## config.mk

```make
export PLATFORM = sky130hd
export DESIGN_NAME = wb_commit_ctrl
export DESIGN_NICKNAME = d
export VERILOG_FILES = /design/src/rtl/wb_pkg.sv /design/src/rtl/wb_watchdog.sv /design/src/rtl/wb_commit_ctrl.sv
export SDC_FILE = /design/constraint.sdc
export NUM_CORES = 1
export LEC_CHECK = 0
export CAP_MARGIN = 20
export CORE_ASPECT_RATIO = 0.5
export CORE_UTILIZATION = 40
export DETAILED_ROUTE_END_ITERATION = 8
export GPL_TIMING_DRIVEN = 0
export PLACE_DENSITY_LB_ADDON = 0.25
export SLEW_MARGIN = 10
export SYNTH_ARGS = -nofsm -noshare
export SYNTH_HDL_FRONTEND = slang
export SYNTH_SLANG_ARGS = --single-unit
```

## constraint.sdc

```tcl
create_clock -name clk -period 5.7 [get_ports clk]
set_input_delay 1.14 -clock clk [delete_from_list [all_inputs] [get_ports clk]]
set_output_delay 1.14 -clock clk [all_outputs]
set_load 0.005 [all_outputs]
```

## src/rtl/wb_pkg.sv

```systemverilog
// Shared types for the write-back stage: FSM state encoding and the
// captured retiring-instruction record.
package wb_pkg;

  localparam int unsigned WB_DATA_W     = 16;
  localparam int unsigned WB_REG_ADDR_W = 3;

  typedef enum logic [2:0] {
    ST_IDLE,
    ST_WAIT_MEM,
    ST_COMMIT,
    ST_HALTED,
    ST_ERROR
  } wb_state_e;

  typedef struct packed {
    logic                     jump;
    logic                     mem_to_reg;
    logic                     reg_write;
    logic                     halt;
    logic [WB_REG_ADDR_W-1:0] write_reg;
    logic [WB_DATA_W-1:0]     jump_addr;
    logic [WB_DATA_W-1:0]     branch_or_pc;
    logic [WB_DATA_W-1:0]     alu_result;
  } wb_instr_t;

endpackage

```

## src/rtl/wb_watchdog.sv

```systemverilog
// Saturating wait counter: load clears, en counts, expired flags the
// LIMIT-th enabled cycle. LIMIT of 0 disables expiry.
module wb_watchdog #(
  parameter int unsigned LIMIT = 64
) (
  input  logic clk,
  input  logic rst_n,
  input  logic load,
  input  logic en,
  output logic expired
);

  localparam int unsigned       CNT_W = (LIMIT < 2) ? 1 : $clog2(LIMIT + 1);
  localparam logic [CNT_W-1:0]  LAST  = (LIMIT == 0) ? '0 : CNT_W'(LIMIT - 1);
  localparam logic [CNT_W-1:0]  MAX   = CNT_W'(LIMIT);

  logic [CNT_W-1:0] cnt_q, cnt_d;

  always_comb begin
    cnt_d = cnt_q;
    if (load)
      cnt_d = '0;
    else if (en && (cnt_q != MAX))
      cnt_d = CNT_W'(cnt_q + 1'b1);
  end

  always_ff @(posedge clk or negedge rst_n) begin
    if (!rst_n) cnt_q <= '0;
    else        cnt_q <= cnt_d;
  end

  // cnt_q counts completed enabled cycles, so the current one is the LIMIT-th
  assign expired = (LIMIT != 0) && en && (cnt_q == LAST);

endmodule

```

## src/rtl/wb_commit_ctrl.sv

```systemverilog
// Write-back commit controller: capture, optional memory wait with watchdog,
// single registered commit cycle. `WB_PERF_CNT_EN adds retire/stall counters.
module wb_commit_ctrl
  import wb_pkg::*;
#(
  parameter int unsigned DATA_W      = WB_DATA_W,
  parameter int unsigned REG_ADDR_W  = WB_REG_ADDR_W,
  parameter int unsigned MEM_TIMEOUT = 64
) (
  input  logic                  clk,
  input  logic                  rst,
  input  logic                  in_valid,
  output logic                  in_ready,
  input  logic                  in_jump,
  input  logic                  in_mem_to_reg,
  input  logic                  in_reg_write,
  input  logic                  in_halt,
  input  logic [REG_ADDR_W-1:0] in_write_reg,
  input  logic [DATA_W-1:0]     in_jump_addr,
  input  logic [DATA_W-1:0]     in_branch_or_pc,
  input  logic [DATA_W-1:0]     in_alu_result,
  input  logic                  mem_done,
  input  logic [DATA_W-1:0]     mem_data,
  output logic                  pc_wr_en,
  output logic [DATA_W-1:0]     pc_next,
  output logic                  rf_wr_en,
  output logic [REG_ADDR_W-1:0] rf_wr_reg,
  output logic [DATA_W-1:0]     rf_wr_data,
`ifdef WB_PERF_CNT_EN
  output logic [31:0]           perf_retired,
  output logic [31:0]           perf_stall,
`endif
  output logic                  halted,
  output logic                  err
);

  wb_state_e             state_q, state_d;
  wb_instr_t             instr_q, instr_d;
  logic [DATA_W-1:0]     mem_data_q, mem_data_d;
  logic                  in_ready_q, in_ready_d;
  logic                  pc_wr_en_q, pc_wr_en_d;
  logic [DATA_W-1:0]     pc_next_q, pc_next_d;
  logic                  rf_wr_en_q, rf_wr_en_d;
  logic [REG_ADDR_W-1:0] rf_wr_reg_q, rf_wr_reg_d;
  logic [DATA_W-1:0]     rf_wr_data_q, rf_wr_data_d;
  logic                  halted_q, halted_d;
  logic                  err_q, err_d;
  logic                  accept;
  logic                  wd_expired;

  // in_ready is registered, so the first cycle after reset release never accepts
  assign accept = (state_q == ST_IDLE) && in_ready_q && in_valid;

  wb_watchdog #(.LIMIT(MEM_TIMEOUT)) u_watchdog (
    .clk     (clk),
    .rst_n   (rst),
    .load    (accept && in_mem_to_reg),
    .en      (state_q == ST_WAIT_MEM),
    .expired (wd_expired)
  );

  always_ff @(posedge clk or negedge rst) begin
    if (!rst) state_q <= ST_IDLE;
    else      state_q <= state_d;
  end

  always_comb begin
    state_d = state_q;
    case (state_q)
      ST_IDLE:     if (accept) state_d = in_mem_to_reg ? ST_WAIT_MEM : ST_COMMIT;
      ST_WAIT_MEM: begin
        if (mem_done)        state_d = ST_COMMIT;
        else if (wd_expired) state_d = ST_ERROR;
      end
      ST_COMMIT:   state_d = instr_q.halt ? ST_HALTED : ST_IDLE;
      ST_HALTED:   state_d = ST_HALTED;
      ST_ERROR:    state_d = ST_ERROR;
      default:     state_d = ST_IDLE;
    endcase
  end

  always_comb begin
    instr_d    = instr_q;
    mem_data_d = mem_data_q;
    if (accept) begin
      instr_d.jump         = in_jump;
      instr_d.mem_to_reg   = in_mem_to_reg;
      instr_d.reg_write    = in_reg_write;
      instr_d.halt         = in_halt;
      instr_d.write_reg    = in_write_reg;
      instr_d.jump_addr    = in_jump_addr;
      instr_d.branch_or_pc = in_branch_or_pc;
      instr_d.alu_result   = in_alu_result;
    end
    if ((state_q == ST_WAIT_MEM) && mem_done)
      mem_data_d = mem_data;
  end

  // Commit values are computed on entry so they are registered during COMMIT
  always_comb begin
    pc_wr_en_d   = (state_d == ST_COMMIT);
    pc_next_d    = pc_next_q;
    rf_wr_en_d   = 1'b0;
    rf_wr_reg_d  = rf_wr_reg_q;
    rf_wr_data_d = rf_wr_data_q;
    in_ready_d   = (state_d == ST_IDLE);
    halted_d     = (state_d == ST_HALTED);
    err_d        = (state_d == ST_ERROR);
    if (state_d == ST_COMMIT) begin
      pc_next_d    = instr_d.jump ? instr_d.jump_addr : instr_d.branch_or_pc;
      rf_wr_en_d   = instr_d.reg_write;
      rf_wr_reg_d  = instr_d.write_reg;
      rf_wr_data_d = instr_d.mem_to_reg ? mem_data_d : instr_d.alu_result;
    end
  end

  always_ff @(posedge clk or negedge rst) begin
    if (!rst) begin
      instr_q      <= '0;
      mem_data_q   <= '0;
      in_ready_q   <= 1'b0;
      pc_wr_en_q   <= 1'b0;
      pc_next_q    <= '0;
      rf_wr_en_q   <= 1'b0;
      rf_wr_reg_q  <= '0;
      rf_wr_data_q <= '0;
      halted_q     <= 1'b0;
      err_q        <= 1'b0;
    end else begin
      instr_q      <= instr_d;
      mem_data_q   <= mem_data_d;
      in_ready_q   <= in_ready_d;
      pc_wr_en_q   <= pc_wr_en_d;
      pc_next_q    <= pc_next_d;
      rf_wr_en_q   <= rf_wr_en_d;
      rf_wr_reg_q  <= rf_wr_reg_d;
      rf_wr_data_q <= rf_wr_data_d;
      halted_q     <= halted_d;
      err_q        <= err_d;
    end
  end

  assign in_ready   = in_ready_q;
  assign pc_wr_en   = pc_wr_en_q;
  assign pc_next    = pc_next_q;
  assign rf_wr_en   = rf_wr_en_q;
  assign rf_wr_reg  = rf_wr_reg_q;
  assign rf_wr_data = rf_wr_data_q;
  assign halted     = halted_q;
  assign err        = err_q;

`ifdef WB_PERF_CNT_EN
  logic [31:0] retired_q, retired_d;
  logic [31:0] stall_q, stall_d;

  always_comb begin
    retired_d = retired_q;
    stall_d   = stall_q;
    if ((state_q == ST_COMMIT) && (retired_q != '1))
      retired_d = retired_q + 32'd1;
    if ((state_q == ST_WAIT_MEM) && (stall_q != '1))
      stall_d = stall_q + 32'd1;
  end

  always_ff @(posedge clk or negedge rst) begin
    if (!rst) begin
      retired_q <= '0;
      stall_q   <= '0;
    end else begin
      retired_q <= retired_d;
      stall_q   <= stall_d;
    end
  end

  assign perf_retired = retired_q;
  assign perf_stall   = stall_q;
`endif

endmodule
```

==> flow_summary.yaml <==
run_status:
  outcome: "complete, no violations"
setup_path:
  cp_max_fo: 10
  crit_buf_inv: 3
  critPathCaptureType: "flop"
  path_cells: "clkdlybuf4s50_1 > clkbuf_1 > clkbuf_1 > a211oi_1 > o31ai_1"
  rrSetupSlack_ns: 3.64
  worst_path_largest_cell_delay_ns: 0.61
  required_ns: 6.00
  worstPathArrival_ns: 3.12
  critPathKind: "input pin to flop"
  crit_path_top_delay_cell: "clkdlybuf4s50_1"
  crit_family: "buffers and inverters"
  startpoint_type: "input pin"
  path_common_cell: "clkbuf_1"
yosys:
  synth_area_per_cell_sq_um: 10.1
  synth_nets: 628
  synth_edf_count: 0
  yosysUniqueCellTypes: 42
  yosysMostFrequentCell: "nand2_1"
  yosys-top-cells-area: "dfrtp_1, nand2_1, a211oi_1"
  synth_top_area_share_pct: 54.2
  yosys.area.top_type: "dfrtp_1"
  ys_seq_elements: 121
  synthCells: 551
  syn-cell-area_sq_um: 5590
  synth_top_flop_cell: "dfrtp_1"
  synth-seq-area-share_pct: 54.2
  async_flop_share_pct: 100
  synth_common_cells: "nand2_1, dfrtp_1, a211oi_1, nor2b_1, nor2_1"
  ys_warn_count: 0
sta:
  hold_viol: 0
  fmax_mhz: 355
  maxSlewHeadroom_pct: 60.4
  post-route-period-util_pct: 49.4
  rsz0062_at_grt: "false"
  maxSlewViolCount: 0
  setup_viol: 0
  fin_skew_ns: 0.00977
  worst_slew_pin_slew_ns: 0.594
  period_needed_ns: 2.82
  postLayoutSetupSlackWorst_ns: 2.88
  setup_tns_ns: 0
final_layout:
  top_register: "instr_q"
  seqCellArea_sq_um: 3030
  n_antenna_cell: 0
  drive_above_1_share_pct: 10.1
  largest_reg_flops: 55
  nNetsFinal: 762
  fillers: 1210
  multi_input_area_sq_um: 2320
  area_growth_pct: 35.4
clocking:
  ctsRootBufferMaster: "clkbuf_16"
  hold_buffers: 0
  cts_setup_buffers: 0
  cts_buffers: 17
  clk_latency_ns: 0.41
  cts_num_sinks: 121
  clk_pin_slew_ns: 0.05
  cts_tree: "built"
  cts_buffer_depth: 2
  h-tree-depth: 4
  cts_resized: 0
floorplanning:
  die_area_sq_um: 14500
  start_util_pct: 41.1
  rows: 30
  coreArea_sq_um: 13600
  die_h_um: 85.6
  fp.dieW_um: 169
  pin_count: 115
grt:
  gr-total-overflow: 0
  use_met2_pct: 33.3
  grt_util_met1_pct: 28.6
  grt_pass1_wl_mm: 22.9
  grt_pass1_vias: 4360
  met3_usage_pct: 4.34
  grt_usage_pct: 20.6
  top_usage_layer: "met2"
  antenna_found_initial: 0
  grt_max_degree: 83
hold_path:
  min-delay-path-class: "flop to flop"
detailed_routing:
  vias: 4444
  wl_per_cell_um: 15.9
  antenna_left: 0
  drt-initial-drc-count: 343
  routed_wl_mm: 14.1
  vias_per_cell: 5.01
  first_pass_iters: 6
  drc: 0
pwr:
  leakagePower_nw: 3.48
  ir_drop_mv: 0.218
  powerDensity_nw_per_um2: 528
place:
  place_congestion: 0.758
  dp_hpwl_mm: 9.74
  pre_cts_ws_ns: 2.49
  port_buffers: 114
run:
  cap_violations: 0
[final timing paths]
| path | start | endpoint | cells past startpoint |
|---|---|---|---|
| setup reg to reg | state_q[2]$_DFF_PN0_ | pc_next[12]$_DFFE_PN0N_ | 7 |
| max in group asynchronous | rst | state_q[1]$_DFF_PN0_ | 2 |
| hold reg to reg | instr_q[24]$_DFF_PN0_ | instr_q[24]$_DFF_PN0_ | 2 |
| hold / removal | instr_q[24]$_DFF_PN0_ | instr_q[24]$_DFF_PN0_ | 2 |
| min in group asynchronous | rst | rf_wr_data[10]$_DFFE_PN0N_ | 1 |
| setup / recovery | in_jump | pc_next[7]$_DFFE_PN0N_ | 5 |
[per-stage QoR]
step	utilization (%)	hold WS (ns)	std cells	area (sq um)	total power, W
4_1_cts	55.7	0.470	887	7570	0.00401
6_report	55.7	0.470	887	7570	0.00399
3_3_place_gp	51.3	0.451	857	6970	0.00291
5_1_grt	55.7	0.482	887	7570	0.00426
2_1_floorplan	-	0.438	551	5590	0.00235
3_5_place_dp	51.5	0.458	858	7000	0.00296
[final cells by class]
| cell class | count | share of cell area [%] |
|---|---|---|
| Buffer | 37 | 2.86 |
| Clock buffer | 20 | 6.17 |
| Clock inverter | 9 | 1.32 |
| Inverter | 7 | 0.347 |
| Multi-Input combinational cell | 386 | 30.6 |
| Sequential cell | 121 | 40.0 |
| Tap cell | 192 | 3.18 |
| Timing Repair Buffer | 115 | 15.5 |
[worst min-delay path, delay by kind of cell, from the launching register on]
family	cells	cell delay, ns
and+or+nand+nor	2	0.10
DFF	1	0.33
[per-layer routing]
| metal | wire (um) | vias up |
|---|---|---|
| li1 | - | 2155 |
| met1 | 6970 | 2193 |
| met2 | 6510 | 85 |
| met3 | 564 | 11 |
| met4 | 99 | 0 |
| met5 | 0 | - |
[power breakdown]
part           total [W]  internal [W]  switching (W)
Sequential       0.00145       0.00125       0.000204
Clock            0.00104      0.000666       0.000374
Combinational    0.00150      0.000760       0.000740
Total            0.00399       0.00267        0.00132
[placed cells by master (no fill, tap or decap), drive strengths merged, types with 3 or more instances in the layout]
cell / synthesis / layout
clkbuf: 16 / 36
nand3: 4 / 4
nand2: 170 / 170
clkdlybuf4s50: 0 / 113
o211ai: 3 / 3
a22o: 16 / 16
nor2b: 32 / 32
o31ai: 16 / 16
inv: 7 / 7
clkinv: 0 / 5
o21bai: 16 / 16
nor2: 24 / 24
o21ai: 4 / 4
buf: 21 / 23
mux2: 23 / 23
xor2: 5 / 5
o2bb2ai: 16 / 16
a211oi: 32 / 32
a21oi: 4 / 4
dfrtp: 121 / 121
[logic make-up (layout without fill, tap and decap cells)]
logic type,count (synthesis),in the layout,synth area share [%]
compound gates,110,110,15.2
xor+xnor,5,5,0.783
fa+ha+maj,2,2,0.448
buf+inv,44,188,4.34
flops,121,121,54.2
mux,23,23,5.51
simple gates,246,246,19.5
Note: power is estimated with default switching activity, not from simulation.
